<file path="src/rtl/sha256_chain_core.sv">
// Purpose: iterative SHA-256 compression with message chaining over first/last framed 512-bit blocks.
// Latency: accept edge to out_valid = 64/UNROLL + 1 cycles; non-last block throughput 64/UNROLL + 2.
// Backpressure: in_ready only in IDLE; a digest is held in DONE until out_ready, then one IDLE cycle.
//
// Ports:
//   clk, rst_n                  clock, asynchronous active-low reset
//   in_valid/in_ready           block handshake; in_block word 0 = bits [511:480]
//   in_first/in_last            message framing flags, sampled with the block
//   H_init                      external IV, used for first blocks when USE_EXT_IV=1
//   out_valid/out_ready         digest handshake; out_digest H0 in bits [255:224]
//   busy                        high whenever the engine is not in IDLE
module sha256_chain_core #(
  parameter int UNROLL     = 1,
  parameter bit USE_EXT_IV = 1'b0
) (
  input  logic         clk,
  input  logic         rst_n,
  input  logic         in_valid,
  output logic         in_ready,
  input  logic [511:0] in_block,
  input  logic         in_first,
  input  logic         in_last,
  input  logic [255:0] H_init,
  output logic         out_valid,
  input  logic         out_ready,
  output logic [255:0] out_digest,
  output logic         busy
);

  typedef enum logic [1:0] {IDLE, ROUND, FINAL, DONE} state_t;
  // Ascending packed ranges so element 0 lands in the most significant word.
  typedef logic [0:7][31:0]  hash_t;
  typedef logic [0:15][31:0] sched_t;

  localparam hash_t SHA_IV = 256'h6a09e667bb67ae853c6ef372a54ff53a510e527f9b05688c1f83d9ab5be0cd19;

  localparam logic [31:0] K [0:63] = '{
    32'h428a2f98, 32'h71374491, 32'hb5c0fbcf, 32'he9b5dba5, 32'h3956c25b, 32'h59f111f1, 32'h923f82a4, 32'hab1c5ed5,
    32'hd807aa98, 32'h12835b01, 32'h243185be, 32'h550c7dc3, 32'h72be5d74, 32'h80deb1fe, 32'h9bdc06a7, 32'hc19bf174,
    32'he49b69c1, 32'hefbe4786, 32'h0fc19dc6, 32'h240ca1cc, 32'h2de92c6f, 32'h4a7484aa, 32'h5cb0a9dc, 32'h76f988da,
    32'h983e5152, 32'ha831c66d, 32'hb00327c8, 32'hbf597fc7, 32'hc6e00bf3, 32'hd5a79147, 32'h06ca6351, 32'h14292967,
    32'h27b70a85, 32'h2e1b2138, 32'h4d2c6dfc, 32'h53380d13, 32'h650a7354, 32'h766a0abb, 32'h81c2c92e, 32'h92722c85,
    32'ha2bfe8a1, 32'ha81a664b, 32'hc24b8b70, 32'hc76c51a3, 32'hd192e819, 32'hd6990624, 32'hf40e3585, 32'h106aa070,
    32'h19a4c116, 32'h1e376c08, 32'h2748774c, 32'h34b0bcb5, 32'h391c0cb3, 32'h4ed8aa4a, 32'h5b9cca4f, 32'h682e6ff3,
    32'h748f82ee, 32'h78a5636f, 32'h84c87814, 32'h8cc70208, 32'h90befffa, 32'ha4506ceb, 32'hbef9a3f7, 32'hc67178f2
  };

  function automatic logic [31:0] rotr(input logic [31:0] x, input int n);
    return (x >> n) | (x << (32 - n));
  endfunction

  function automatic logic [31:0] bsig0(input logic [31:0] x);
    return rotr(x, 2) ^ rotr(x, 13) ^ rotr(x, 22);
  endfunction

  function automatic logic [31:0] bsig1(input logic [31:0] x);
    return rotr(x, 6) ^ rotr(x, 11) ^ rotr(x, 25);
  endfunction

  function automatic logic [31:0] ssig0(input logic [31:0] x);
    return rotr(x, 7) ^ rotr(x, 18) ^ (x >> 3);
  endfunction

  function automatic logic [31:0] ssig1(input logic [31:0] x);
    return rotr(x, 17) ^ rotr(x, 19) ^ (x >> 10);
  endfunction

  state_t       state_q, state_d;
  sched_t       w_q, w_d;        // w_q[0] is W[t]; window holds W[t..t+15]
  hash_t        v_q, v_d;        // working variables a..h
  hash_t        chain_q, chain_d;
  logic [255:0] dig_q, dig_d;
  logic [6:0]   t_q, t_d;
  logic         last_q, last_d;

  hash_t        iv_sel;
  assign iv_sel = USE_EXT_IV ? hash_t'(H_init) : SHA_IV;

  always_comb begin : next_state
    logic [31:0] t1, t2, wn;
    t1      = '0;
    t2      = '0;
    wn      = '0;
    state_d = state_q;
    w_d     = w_q;
    v_d     = v_q;
    chain_d = chain_q;
    dig_d   = dig_q;
    t_d     = t_q;
    last_d  = last_q;
    case (state_q)
      IDLE: begin
        if (in_valid) begin
          w_d    = sched_t'(in_block);
          last_d = in_last;
          if (in_first) begin
            v_d     = iv_sel;
            chain_d = iv_sel;
          end else begin
            v_d = chain_q;
          end
          t_d     = '0;
          state_d = ROUND;
        end
      end
      ROUND: begin
        for (int j = 0; j < UNROLL; j++) begin
          t1 = v_d[7] + bsig1(v_d[4]) + ((v_d[4] & v_d[5]) ^ (~v_d[4] & v_d[6]))
             + K[t_q[5:0] + 6'(j)] + w_d[0];
          t2 = bsig0(v_d[0]) + ((v_d[0] & v_d[1]) ^ (v_d[0] & v_d[2]) ^ (v_d[1] & v_d[2]));
          // Extend the schedule one word; on the final rounds this word is never consumed.
          wn  = ssig1(w_d[14]) + w_d[9] + ssig0(w_d[1]) + w_d[0];
          v_d = {t1 + t2, v_d[0], v_d[1], v_d[2], v_d[3] + t1, v_d[4], v_d[5], v_d[6]};
          w_d = {w_d[1:15], wn};
        end
        t_d = t_q + 7'(UNROLL);
        if (t_d == 7'd64) state_d = FINAL;
      end
      FINAL: begin
        for (int i = 0; i < 8; i++) chain_d[i] = chain_q[i] + v_q[i];
        if (last_q) begin
          dig_d   = chain_d;
          state_d = DONE;
        end else begin
          state_d = IDLE;
        end
      end
      DONE: begin
        if (out_ready) state_d = IDLE;
      end
      default: state_d = IDLE;
    endcase
  end

  always_ff @(posedge clk or negedge rst_n) begin
    if (!rst_n) begin
      state_q <= IDLE;
      w_q     <= '0;
      v_q     <= '0;
      chain_q <= SHA_IV;
      dig_q   <= '0;
      t_q     <= '0;
      last_q  <= 1'b0;
    end else begin
      state_q <= state_d;
      w_q     <= w_d;
      v_q     <= v_d;
      chain_q <= chain_d;
      dig_q   <= dig_d;
      t_q     <= t_d;
      last_q  <= last_d;
    end
  end

  assign in_ready   = (state_q == IDLE);
  assign out_valid  = (state_q == DONE);
  assign busy       = (state_q != IDLE);
  assign out_digest = dig_q;

endmodule

</file>
<file path="config.mk">
export PLATFORM = sky130hd
export DESIGN_NAME = sha256_chain_core
export DESIGN_NICKNAME = d
export VERILOG_FILES = /design/src/rtl/sha256_chain_core.sv
export SDC_FILE = /design/constraint.sdc
export NUM_CORES = 2
export LEC_CHECK = 0
export BUFFER_PORTS_ARGS = -buffer_cell sky130_fd_sc_hd__buf_2
export CORE_AREA = 3 3 396 398
export DETAILED_ROUTE_END_ITERATION = 6
export DIE_AREA = 0 0 399 401
export PLACE_DENSITY = 0.85
export SYNTH_ARGS = -nofsm -noshare
export SYNTH_HDL_FRONTEND = slang
export SYNTH_SLANG_ARGS = --single-unit
</file>
<file path="constraint.sdc">
create_clock -name clk -period 9.6 [get_ports clk]
set_input_delay 0.48 -clock clk [delete_from_list [all_inputs] [get_ports clk]]
set_output_delay 0.48 -clock clk [all_outputs]
set_load 0.01 [all_outputs]
</file>
# [After elaboration in Yosys (flattened, before gate mapping)]
# Memory sizes are Yosys's and may differ from the RTL's.
# Cells that the tools add are included.
# Widths: inputs -> output; s select.
[op_classes] reduce_logical=9 add_sub_neg=19 eq_ne=7 n_lt_le_gt_ge=1 bitwise=28 mux=15
[op_table] op="$pmux 256 s2" n=2
[op_table] op="$pmux 512 s2" n=1
[op_table] op="$add 32x32->32" n=18
[op_table] op="$mux 256" n=2
[op_table] op="$mux 512" n=1
[op_table] op="$xor 32x32->32" n=9
[op_table] op="$and 32x32->32" n=5
[op_table] op="$mux 32" n=2
[op_table] op="$not 32->32" n=1
[op_table] op="$or 10x32->32" n=1
[op_table] op="$or 13x32->32" n=1
[op_table] op="$or 14x32->32" n=1
[op_table] op="$or 15x32->32" n=1
[op_table] op="$or 19x32->32" n=1
[op_table] op="$or 21x32->32" n=1
[op_table] op="$or 25x32->32" n=1
[op_table] op="$or 26x32->32" n=1
[op_table] op="$or 30x32->32" n=1
[op_table] op="$or 7x32->32" n=1
[op_table] op="$xor 32x22->32" n=1
[op_table] op="$xor 32x29->32" n=1
[op_table] op="$pmux 7 s2" n=1
[op_table] op="$mux 2" n=4
[op_table] op="$pmux 2 s4" n=1
[op_table] op="13 further kinds" n=20
[totals] rom_bits=2048 mem_count=1 reg_bits=1290 word_cells=116
[memory_table] memory="(name not given)" words=64 width=32 rd=1 rd_clocked_by_memory_dff=0 wr=0 line_no="109" text="+ K[t_q[5:0] + 6'(j)] + w_d[0];"

# [Logic depth before layout (Yosys ltp)]
[logic_depth] word_depth=9 mapped_depth=38

# [Least setup slack after synthesis]
# Ideal clock, no wire load.
[synth_timing] kind="flip-flop to flip-flop" startpoint="reg t_q[0]" endpoint="reg v_q[255] (netlist bit)" path_stages_with_launch=37 synth_period_minus_slack_ns=7.442 arrival_ns=7.348 slack_ns=2.158 n_path_buf=2 required_time_ns=9.506 cell_sequence="dfrtp_1 > clkbuf_1 > inv_1 > ha_1 > clkbuf_1 > nor2b_1 > o311ai_0 > o21ai_0 > o21ai_0 > fa_1 > inv_1 > ha_1 > inv_1 > fa_1 > nor2b_1 > o31a_1 > o22a_1 > nor3_1 > nor3_1 > inv_1 > o31a_1 > o21ai_0 > xnor2_1 > inv_1 > fa_1 > inv_1 > ha_1 > a21o_1 > a21oi_1 > nor2b_1 > a31oi_1 > o31ai_1 > o31ai_1 > a21oi_1 > a21oi_1 > xnor2_1 > a211oi_1"
[synth_between] elab_chain_cells=8
[synth_rtl] item="from (decl)" line_no="73" text="logic [6:0] t_q, t_d;"
[synth_rtl] item="from (signal assigned)" line_no="150" text="t_q <= t_d;"
[synth_rtl] item="$not 6->7 (implied by the code)" line_no="109"
[synth_rtl] item="$mem_v2 64x32"
[synth_rtl] item="$mux 32 (implied by the code) (2 in series)" line_no="109"
[synth_rtl] item="$add 32x32->32 (2 in series)" line_no="109"
[synth_rtl] item="$add 32x32->32" line_no="113" text="v_d = {t1 + t2, v_d[0], v_d[1], v_d[2], v_d[3] + t1, v_d[4], v_d[5], v_d[6]};"
[synth_rtl] item="$pmux 256 s2" line_no="91" text="case (state_q)"
[synth_rtl] item="to (signal assigned)" line_no="147" text="v_q <= v_d;"
[synth_rtl] item="to (decl)" line_no="70" text="hash_t v_q, v_d;"
# No other way between the ends. The select of a mux whose other input is x is not followed.
# A chain may end at the register's enable or synchronous reset.

# [Worst setup path after layout]
[layout_timing] startpoint="reg t_q[1]" endpoint="reg v_q[255] (netlist bit)"
# Same word-level chain as after synthesis.

==> impl_metrics.toml <==
[status]
outcome = "finished with violations"
violations = "DRC"

[clock_network]
postCtsHoldBufs = 465
clock_latency_reported_for_the_late_side_of_the_worst_skew_pair_ns = 0.82
cts_htree_levels = 4
buffer_cell_driving_the_clock_tree_root = "sky130_fd_sc_hd__clkbuf_16"
max-clock-path-buffers = 3
cts.sinks = 1290
clk_pin_slew_worst_paths_ns = 0.07
cts.repair_timing.setup_buffer_count = 0
count_of_instances_resized_after_the_clock_tree_is_built = 0
cts_tree = "built"
cts_made_buffers = 143

[floorplanning]
dieArea_mm2 = 0.1600
floorplan.initialDensity = 0.5306
floorplan.io_pins = 1033
site_rows = 144
fp.dieW_um = 399
floorplan.core_area_mm2 = 0.1537
fp.dieH_um = 401

[setup_path]
rrSetupSlack_ns = 1.08
cp-end-kind = "flop"
reg2reg_to = "v_q[255]$_DFFE_PN0P_"
arrival_ns = 9.20
rr_startpoint = "t_q[1]$_DFFE_PN0P_"
cp_slowest_cell = "sky130_fd_sc_hd__ha_1"
worst-r2r-cell-count = 33
worst_path_largest_cell_delay_ns = 0.67
timing_worst_setup_path_type = "reg2reg"
critPathMaxFanout = 15
crit_path_start_kind = "flop"
critPathRequiredTime_ns = 10.28
worst_path_most_repeated_cell = "sky130_fd_sc_hd__inv_1"

[route]
routed_wl_um = 357500
drt-initial-drc-count = 11330
drt_first_pass_iters = 7
postRouteAntennaNets = 0
detail_route.vias_per_cell = 6.345
route.detailed.wl_per_inst_um = 28.08
drc_errors = 44
vias = 80771

[layout]
syn2layout_area_growth_pct = 18.72
finalNetCount = 11899
final.fill_count = 12413
layout.cells.most_common = "sky130_fd_sc_hd__nand2_1"
final_layout_size_suffix_gt1_frac = 0.1331
leading_cell_types_in_the_layout_fill_and_taps_excluded = "sky130_fd_sc_hd__nand2_1, sky130_fd_sc_hd__dfrtp_1, sky130_fd_sc_hd__nor2_1, sky130_fd_sc_hd__buf_2, sky130_fd_sc_hd__o21ai_0"

[hold_path]
min_to = "w_q[498]$_DFFE_PN0P_"
hold_path_depth = 3
hp-start = "in_block[498]"
hp-class = "in2reg"

[place]
dp.final_hpwl_um = 259400
globalplace.congestion = 1.036
io_buffers = 776
preCtsSetupSlack_ns = 1.234

[global_routing]
grtUsageTotal = 0.4351
antenna_found_initial = 39
gr-total-overflow = 0
vias_in_the_first_global_route = 76508
global_route_wire_length_before_repair_um = 513800
grt_max_degree = 262

[sta]
fin_worst_skew_ns = 0.05440
hold_violations = 0
final.min_clock_period_ns = 8.516
timing.fmax_ghz = 0.1174
slew-limit-headroom = 0.1717
crit_share_post_route = 0.8871
fin_setup_tns_ns = 0
setup_repair_after_global_routing_missed_its_margin = "false"
maxSlewViolCount = 0
worst_pin_slew_ns = 1.242
final_critical_path_setup_slack_ns = 1.084
worst_hold_slack_ns = 0.05650
number_of_setup_violations_in_the_final_report = 0

[yosys]
ys_seq_area_frac = 0.3980
synthesis.yosys.warnings = 0
netlist-cell-type-count = 95
synth_nets = 11008
syn_area_per_cell_um2 = 8.454
syn-instance-count = 9646
synth_ff_type = "sky130_fd_sc_hd__dfrtp_1"
edff_count_synth = 0
synth-async-reset-ratio = 1.000
synth.ff_latch_count = 1290
synth.cell_area_mm2 = 0.08155

[job]
drv_cap = 0
-- metrics by stage --
step,utilization,std cells,instance area [µm²]
after floorplan,-,9646,81550
after global placement,0.5661,11971,87000
after detailed placement,0.5661,11971,87000
after CTS,0.6294,12701,96740
after global routing,0.6296,12712,96770
final,0.6299,12730,96810
-- area by class of cell --
cell class / count / area (µm²) / share of cell area
Multi-Input combinational cell: 7206 / 44850 / 0.4633
Sequential cell: 1290 / 32460 / 0.3353
Timing Repair Buffer: 1401 / 9932 / 0.1026
Clock buffer: 199 / 4089 / 0.04224
Tap cell: 2044 / 2557 / 0.02642
Inverter: 495 / 1858 / 0.01919
Clock inverter: 66 / 989.7 / 0.01022
Antenna cell: 29 / 72.57 / 0.0007496
-- synth_stat cells, types with 20 or more instances --
| cell | number | area, µm² |
|---|---|---|
| sky130_fd_sc_hd__or3_1 | 50 | 312.8 |
| sky130_fd_sc_hd__nor2_1 | 943 | 3540 |
| sky130_fd_sc_hd__clkbuf_1 | 611 | 2293 |
| sky130_fd_sc_hd__a21o_1 | 179 | 1344 |
| sky130_fd_sc_hd__xnor2_1 | 325 | 2846 |
| sky130_fd_sc_hd__a31oi_1 | 541 | 3385 |
| sky130_fd_sc_hd__nor2b_1 | 52 | 325.3 |
| sky130_fd_sc_hd__mux2_2 | 32 | 360.4 |
| sky130_fd_sc_hd__ha_1 | 393 | 4917 |
| sky130_fd_sc_hd__buf_1 | 43 | 161.4 |
| sky130_fd_sc_hd__o31ai_1 | 110 | 825.8 |
| sky130_fd_sc_hd__inv_1 | 493 | 1851 |
| sky130_fd_sc_hd__o21a_1 | 63 | 473.0 |
| sky130_fd_sc_hd__o211ai_1 | 62 | 465.5 |
| sky130_fd_sc_hd__nor3_1 | 171 | 855.8 |
| sky130_fd_sc_hd__nand2_1 | 1726 | 6479 |
| sky130_fd_sc_hd__nand3_1 | 74 | 370.4 |
| sky130_fd_sc_hd__dfrtp_1 | 1154 | 28880 |
| sky130_fd_sc_hd__or2_2 | 20 | 125.1 |
| sky130_fd_sc_hd__o22ai_1 | 49 | 306.5 |
| sky130_fd_sc_hd__dfstp_2 | 136 | 3573 |
| sky130_fd_sc_hd__xor2_1 | 272 | 2382 |
| sky130_fd_sc_hd__o21bai_1 | 43 | 322.8 |
| sky130_fd_sc_hd__nand2b_1 | 64 | 400.4 |
| sky130_fd_sc_hd__fa_1 | 195 | 3904 |
| sky130_fd_sc_hd__and3_1 | 117 | 732.0 |
| sky130_fd_sc_hd__a211oi_1 | 74 | 555.5 |
| sky130_fd_sc_hd__o21ai_0 | 724 | 3623 |
| sky130_fd_sc_hd__nand4_1 | 25 | 156.4 |
| sky130_fd_sc_hd__a21oi_1 | 607 | 3038 |
-- critical path, delay by kind of cell (launching register included) --
family          cells  cell delay (ns)
flops               1             0.43
simple gates        5             1.11
mux                 1             0.57
xor+xnor            2             0.57
compound gates     14             2.46
buf+inv             6             0.88
fa+ha+maj           5             2.37
-- routing by layer --
layer,vias to the layer above,share of wire,track usage
met1,38972,0.39,0.5956
met4,16,0.067,0.2304
met2,5845,0.41,0.6087
li1,34832,-,-
met5,-,0.00030,0
met3,1106,0.14,0.1457
-- registers in the layout (all words and copies together), names as in the netlist --
| signal | cells |
|---|---|
| out_digest | 256 |
| chain_q | 256 |
| t_q | 7 |
| v_q | 256 |
| w_q | 512 |
| last_q | 1 |
| state_q | 2 |
-- logic make-up (layout without fill, tap and decap cells) --
| kind of cell | count (synthesis) | after routing | share of synthesized area |
|---|---|---|---|
| xor+xnor | 597 | 597 | 0.06412 |
| simple gates | 3316 | 3316 | 0.1700 |
| fa+ha+maj | 591 | 591 | 0.1085 |
| mux | 50 | 50 | 0.008316 |
| other cells | 0 | 29 | 0 |
| flops | 1290 | 1290 | 0.3980 |
| compound gates | 2652 | 2652 | 0.1981 |
| buf+inv | 1150 | 2161 | 0.05295 |
-- worst max path at each step --
stage          slack, ns               start  cells after the start              endpoint
2_1_floorplan       2.16  t_q[0]$_DFFE_PN0P_                     36  v_q[255]$_DFFE_PN0P_
3_3_place_gp        1.26  t_q[1]$_DFFE_PN0P_                     33  v_q[255]$_DFFE_PN0P_
3_5_place_dp        1.23  t_q[1]$_DFFE_PN0P_                     33  v_q[255]$_DFFE_PN0P_
4_1_cts             1.19  t_q[1]$_DFFE_PN0P_                     33  v_q[255]$_DFFE_PN0P_
5_1_grt             0.49  t_q[1]$_DFFE_PN0P_                     33  v_q[255]$_DFFE_PN0P_
6_report            1.08  t_q[1]$_DFFE_PN0P_                     33  v_q[255]$_DFFE_PN0P_
Power is not shown: default switching activity piles up to over one toggle a cycle in this logic, so the estimate is an artifact.
